--- src/rtl/mem_bus_bridge_pkg.sv ---
// mem_bus_bridge_pkg: shared widths, enables and bridge state encodings.
// Revision 1.0
`default_nettype none

package mem_bus_bridge_pkg;

  localparam int          RegBus            = 32;
  localparam logic [31:0] ZeroWord          = 32'h0000_0000;
  localparam logic        ChipEnable        = 1'b1;
  localparam logic        WriteEnable       = 1'b1;
  localparam int          BusTimeoutDefault = 255;

  localparam int          BrgStateW = 2;
  localparam logic [1:0]  BrgIdle   = 2'd0;
  localparam logic [1:0]  BrgBusy   = 2'd1;
  localparam logic [1:0]  BrgDone   = 2'd2;

endpackage

`default_nettype wire

--- src/rtl/mem_bus_bridge_timeout_cnt.sv ---
// bus_timeout_cnt: 8-bit cycle counter with clear/enable and a terminal-count flag.
// Revision 1.0
`default_nettype none

module bus_timeout_cnt #(
  parameter int LIMIT = 255
) (
  input  logic clk,
  input  logic rst,
  input  logic clr_i,
  input  logic en_i,
  output logic tc_o
);

  // tc marks the last permitted cycle, so the owner sees exactly LIMIT enabled cycles
  localparam logic [7:0] LIMIT_M1 = 8'(LIMIT - 1);

  logic [7:0] count_q;
  logic [7:0] count_d;

  assign tc_o = (count_q == LIMIT_M1);

  always_comb begin
    count_d = count_q;
    if (clr_i) begin
      count_d = 8'd0;
    end else if (en_i && !tc_o) begin
      count_d = count_q + 8'd1;
    end
  end

  always_ff @(posedge clk or negedge rst) begin
    if (!rst) begin
      count_q <= 8'd0;
    end else begin
      count_q <= count_d;
    end
  end

endmodule

`default_nettype wire

--- src/rtl/mem_bus_bridge.sv ---
// mem_bus_bridge: captures mem-stage load/store requests and runs them as req/ack bus cycles.
// Revision 1.0
`default_nettype none

module mem_bus_bridge
  import mem_bus_bridge_pkg::*;
#(
  parameter int TIMEOUT = BusTimeoutDefault
) (
  input  logic              clk,
  input  logic              rst,
  input  logic              mem_ce_i,
  input  logic              mem_we_i,
  input  logic [RegBus-1:0] mem_addr_i,
  input  logic [3:0]        mem_sel_i,
  input  logic [RegBus-1:0] mem_data_i,
  input  logic              stall_i,
  input  logic              flush_i,
  output logic [RegBus-1:0] mem_rdata_o,
  output logic              stallreq_o,
  output logic              bus_err_o,
  output logic              bus_req_o,
  output logic              bus_we_o,
  output logic [RegBus-1:0] bus_addr_o,
  output logic [3:0]        bus_sel_o,
  output logic [RegBus-1:0] bus_wdata_o,
  input  logic [RegBus-1:0] bus_rdata_i,
  input  logic              bus_ack_i
);

  logic [BrgStateW-1:0] state_q, state_d;
  logic                 we_q, we_d;
  logic [RegBus-1:0]    addr_q, addr_d;
  logic [3:0]           sel_q, sel_d;
  logic [RegBus-1:0]    wdata_q, wdata_d;
  logic [RegBus-1:0]    rdata_q, rdata_d;
  logic                 drop_q, drop_d;
  logic                 err_q, err_d;

  logic accept;
  logic in_busy;
  logic tc;
  logic finish;
  logic drop_now;

  assign accept   = (state_q == BrgIdle) && (mem_ce_i == ChipEnable) && !flush_i;
  assign in_busy  = (state_q == BrgBusy);
  assign drop_now = drop_q | flush_i;
  assign finish   = in_busy && (bus_ack_i || tc);

  bus_timeout_cnt #(
    .LIMIT (TIMEOUT)
  ) u_timeout_cnt (
    .clk   (clk),
    .rst   (rst),
    .clr_i (accept),
    .en_i  (in_busy),
    .tc_o  (tc)
  );

  always_ff @(posedge clk or negedge rst) begin
    if (!rst) begin
      state_q <= BrgIdle;
      we_q    <= 1'b0;
      addr_q  <= ZeroWord;
      sel_q   <= 4'b0000;
      wdata_q <= ZeroWord;
      rdata_q <= ZeroWord;
      drop_q  <= 1'b0;
      err_q   <= 1'b0;
    end else begin
      state_q <= state_d;
      we_q    <= we_d;
      addr_q  <= addr_d;
      sel_q   <= sel_d;
      wdata_q <= wdata_d;
      rdata_q <= rdata_d;
      drop_q  <= drop_d;
      err_q   <= err_d;
    end
  end

  // A flushed transaction still runs to completion on the bus but never reaches DONE
  always_comb begin
    state_d = state_q;
    case (state_q)
      BrgIdle: if (accept) state_d = BrgBusy;
      BrgBusy: if (finish) state_d = drop_now ? BrgIdle : BrgDone;
      BrgDone: if (!stall_i || flush_i) state_d = BrgIdle;
      default: state_d = BrgIdle;
    endcase
  end

  always_comb begin
    we_d    = we_q;
    addr_d  = addr_q;
    sel_d   = sel_q;
    wdata_d = wdata_q;
    rdata_d = rdata_q;
    drop_d  = drop_q;
    err_d   = 1'b0;

    if (accept) begin
      we_d    = mem_we_i;
      addr_d  = mem_addr_i;
      sel_d   = mem_sel_i;
      wdata_d = mem_data_i;
      drop_d  = 1'b0;
    end

    if (in_busy) begin
      drop_d = drop_now;
      if (bus_ack_i) begin
        if (we_q != WriteEnable) rdata_d = bus_rdata_i;
      end else if (tc) begin
        rdata_d = ZeroWord;
        err_d   = !drop_now;
      end
      // Bus registers return to zero together with bus_req_o
      if (finish) begin
        we_d    = 1'b0;
        addr_d  = ZeroWord;
        sel_d   = 4'b0000;
        wdata_d = ZeroWord;
        drop_d  = 1'b0;
      end
    end
  end

  always_comb begin
    stallreq_o  = rst & (accept | in_busy);
    mem_rdata_o = (state_q == BrgDone) ? rdata_q : ZeroWord;
    bus_err_o   = err_q;
    bus_req_o   = in_busy;
    bus_we_o    = we_q;
    bus_addr_o  = addr_q;
    bus_sel_o   = sel_q;
    bus_wdata_o = wdata_q;
  end

endmodule

`default_nettype wire

--- config.mk ---
export PLATFORM = sky130hd
export DESIGN_NAME = mem_bus_bridge
export DESIGN_NICKNAME = d
export VERILOG_FILES = /design/src/rtl/mem_bus_bridge_pkg.sv /design/src/rtl/mem_bus_bridge_timeout_cnt.sv /design/src/rtl/mem_bus_bridge.sv
export SDC_FILE = /design/constraint.sdc
export NUM_CORES = 1
export LEC_CHECK = 0
export ABC_AREA = 0
export BUFFER_PORTS_ARGS = -buffer_cell sky130_fd_sc_hd__buf_2
export CAP_MARGIN = 5
export CORE_MARGIN = 4
export CORE_UTILIZATION = 41
export CTS_BUF_LIST = sky130_fd_sc_hd__clkbuf_8
export CTS_CLUSTER_SIZE = 16
export DETAILED_ROUTE_END_ITERATION = 10
export GPL_TIMING_DRIVEN = 0
export PLACE_DENSITY = 0.67
export SLEW_MARGIN = 0
export SYNTH_ARGS = -nofsm -noshare
export SYNTH_HDL_FRONTEND = slang
export SYNTH_SLANG_ARGS = --single-unit
--- constraint.sdc ---
create_clock -name clk -period 3.04 [get_ports clk]
set_clock_uncertainty 0.05 [all_clocks]
set_input_delay 0.608 -clock clk [delete_from_list [all_inputs] [get_ports clk]]
set_output_delay 0.608 -clock clk [all_outputs]
set_load 0.005 [all_outputs]
==> flow_summary.ini <==
[outcome]
run_status = completed

[floorplanning]
ioPinCount = 211
die_w_um = 114
initial_core_util_pct = 42.3
design.die.area_um2 = 13100
fp.coreArea_um2 = 11000
die_y_um = 114
rows = 38

[timing]
timing.hold.ws_ns = 0.120
timing.final.ws_setup_ns = 0.170
fmax_ghz = 0.348
setup_viol = 0
tightestPinTransition_ns = 0.607
relSlewSlack_pct = 59.5
fin_crit_sh_pct = 94.4
maxSlewViolCount = 0
final_hold_viol_count = 0
rsz0062_at_grt = no
post-route-min-period_ns = 2.87

[routing]
vias_per_cell = 4.83
drc = 0
first_pass_iters = 4
wirelength_mm = 13.0
wl_per_cell_um = 15.2
drt_iter0_drc = 203
vias = 4124
antenna_left = 0

[final_layout]
final_common_cell = buf_2
final_nets = 810
insertedDiodeCount = 0
final_cell_mix = 218 x buf_2, 143 x nand2_1, 113 x dfrtp_1
drive_above_1_share_pct = 35.7
area_growth_pct = 37.5

[synthesis]
yosys-top-cells-area = dfrtp_1 61%, nand2_1 12%, a21oi_1 7.8%, a22o_1 6.0%, and2_1 4.3%
synth_flop_cell = dfrtp_1
synth_cell_types = 30
synthCells = 471
synth-edff-count = 0
syn_nets = 580
syn_avg_cell_area_um2 = 9.87
synth-seq-cells = 113
yosysTopAreaCellShare_pct = 60.9
syn_area_um2 = 4650
ys_seq_area_share_pct = 60.9
synth_top_area_cell = dfrtp_1
yosysWarnings = 0
synthArstFlopShare_pct = 100

[setup_path]
end_kind = primary output
crit_type = reg -> out
cp.required_ns = 2.38
cp-start-kind = register
critPathMaxFanout = 10
crit_arrival_ns = 2.21

[global_routing]
grt_pass1_wl_mm = 21.2
grt.overflow.total = 0
antenna_found_initial = 1
grt_pass1_vias = 4317
grt_usage_pct = 20.7
grt_max_degree = 71

[clocking]
holdBufCountCts = 0
cts_setup_buffers = 0
clk_pin_slew_ns = 0.06
clock_latency_ns = 0.44
cts-htree-levels = 4
cts_resized = 0
clockBufferDepth = 2
numCtsBuffers = 17
cts_tree = built
clock-sinks = 113
cts_root_buf = clkbuf_8

[pwr]
powerDensity_nw_per_um2 = 809
finalPower_mw = 5.17
p_leak_nw = 3.41
ir_drop_mv = 0.522

[run]
maxCapViolations = 0

[hold_path]
hold_class = in -> async

[place]
dp_hpwl_mm = 9.60
dp_slack_ns = 0.314
place.gp.congestion = 0.784
io_buffers = 210
[power breakdown]
part | switching, mW | internal (mW) | total [mW]
clock network | 0.610 | 1.12 | 1.73
logic | 0.604 | 0.598 | 1.20
registers | 0.258 | 1.98 | 2.24
[cell usage after synthesis (all sizes together), types with 3 or more instances]
| cell | count |
|---|---|
| a21oi | 72 |
| a22o | 32 |
| and2 | 32 |
| buf | 12 |
| clkbuf | 22 |
| dfrtp | 113 |
| nand2 | 143 |
| nand3 | 6 |
| nor2 | 4 |
| o21ai | 10 |
| or3 | 3 |
[final cells by class]
type,count,area [um^2]
plain buffers,34,158
clock buffers,20,275
clock inverters,12,211
fillers,961,4590
inverters,2,7.51
multi-input cells,322,1650
flip-flops and latches,113,2830
well taps,140,175
repair buffers,211,1080
[worst paths after layout]
| kind | start | to | slack, ns | depth (start not counted) |
|---|---|---|---|---|
| min | rst | rdata_q[12]$_DFFE_PN0P_ | 0.12 | 1 |
| min reg2reg | rdata_q[12]$_DFFE_PN0P_ | rdata_q[12]$_DFFE_PN0P_ | 0.44 | 1 |
| max in group asynchronous | rst | rdata_q[3]$_DFFE_PN0P_ | 2.08 | 2 |
| max | state_q[1]$_DFFE_PN0P_ | stallreq_o | 0.17 | 6 |
| max reg2reg | u_timeout_cnt.count_q[0]$_DFFE_PN0P_ | bus_sel_o[1]$_DFF_PN0_ | 1.11 | 8 |
| min in group clk | mem_sel_i[0] | bus_sel_o[0]$_DFF_PN0_ | 0.34 | 3 |
[kinds of logic (layout without fill, tap and decap cells)]
family	after synthesis	after routing	share of synthesized area, %
buffers and inverters	36	279	3.55
DFF	113	113	60.9
and+or+nand+nor	198	198	18.9
adders and majority gates	2	2	0.538
AOI/OAI and AO/OA	122	122	16.2
[routing by layer]
layer  track usage, %  wire [um]  vias up
li1                 -          -     2044
met1             25.3       5380     1891
met3             10.0       1480       16
met5                0         20        -
met4             6.89        142        2
met2             32.2       5950      171
[worst max-delay path, stage by stage, from the launching register on]
cell and delay [ns]:
dfrtp_1 0.40, or4b_1 0.57, clkbuf_1 0.20, buf_6 0.18, buf_6 0.14, a21boi_1 0.15
buf_2 0.14
[metrics by stage]
stage	instances	setup TNS, ns	utilization [%]	cell area [um^2]
after floorplan	471	0	-	4650
after CTS	854	0	58.2	6390
final	854	0	58.2	6390
after global routing	854	0	58.2	6390
after detailed placement	822	0	53.7	5900
after global placement	821	-2.95	53.5	5870
[state kept, by name, indices dropped and copies added, names as in the netlist]
signal                 count
rdata_q                   32
bus_we_o                   1
bus_sel_o                  4
bus_err_o                  1
drop_q                     1
u_timeout_cnt.count_q      8
bus_addr_o                32
bus_wdata_o               32
state_q                    2
Power figures use the tool's default switching activity.
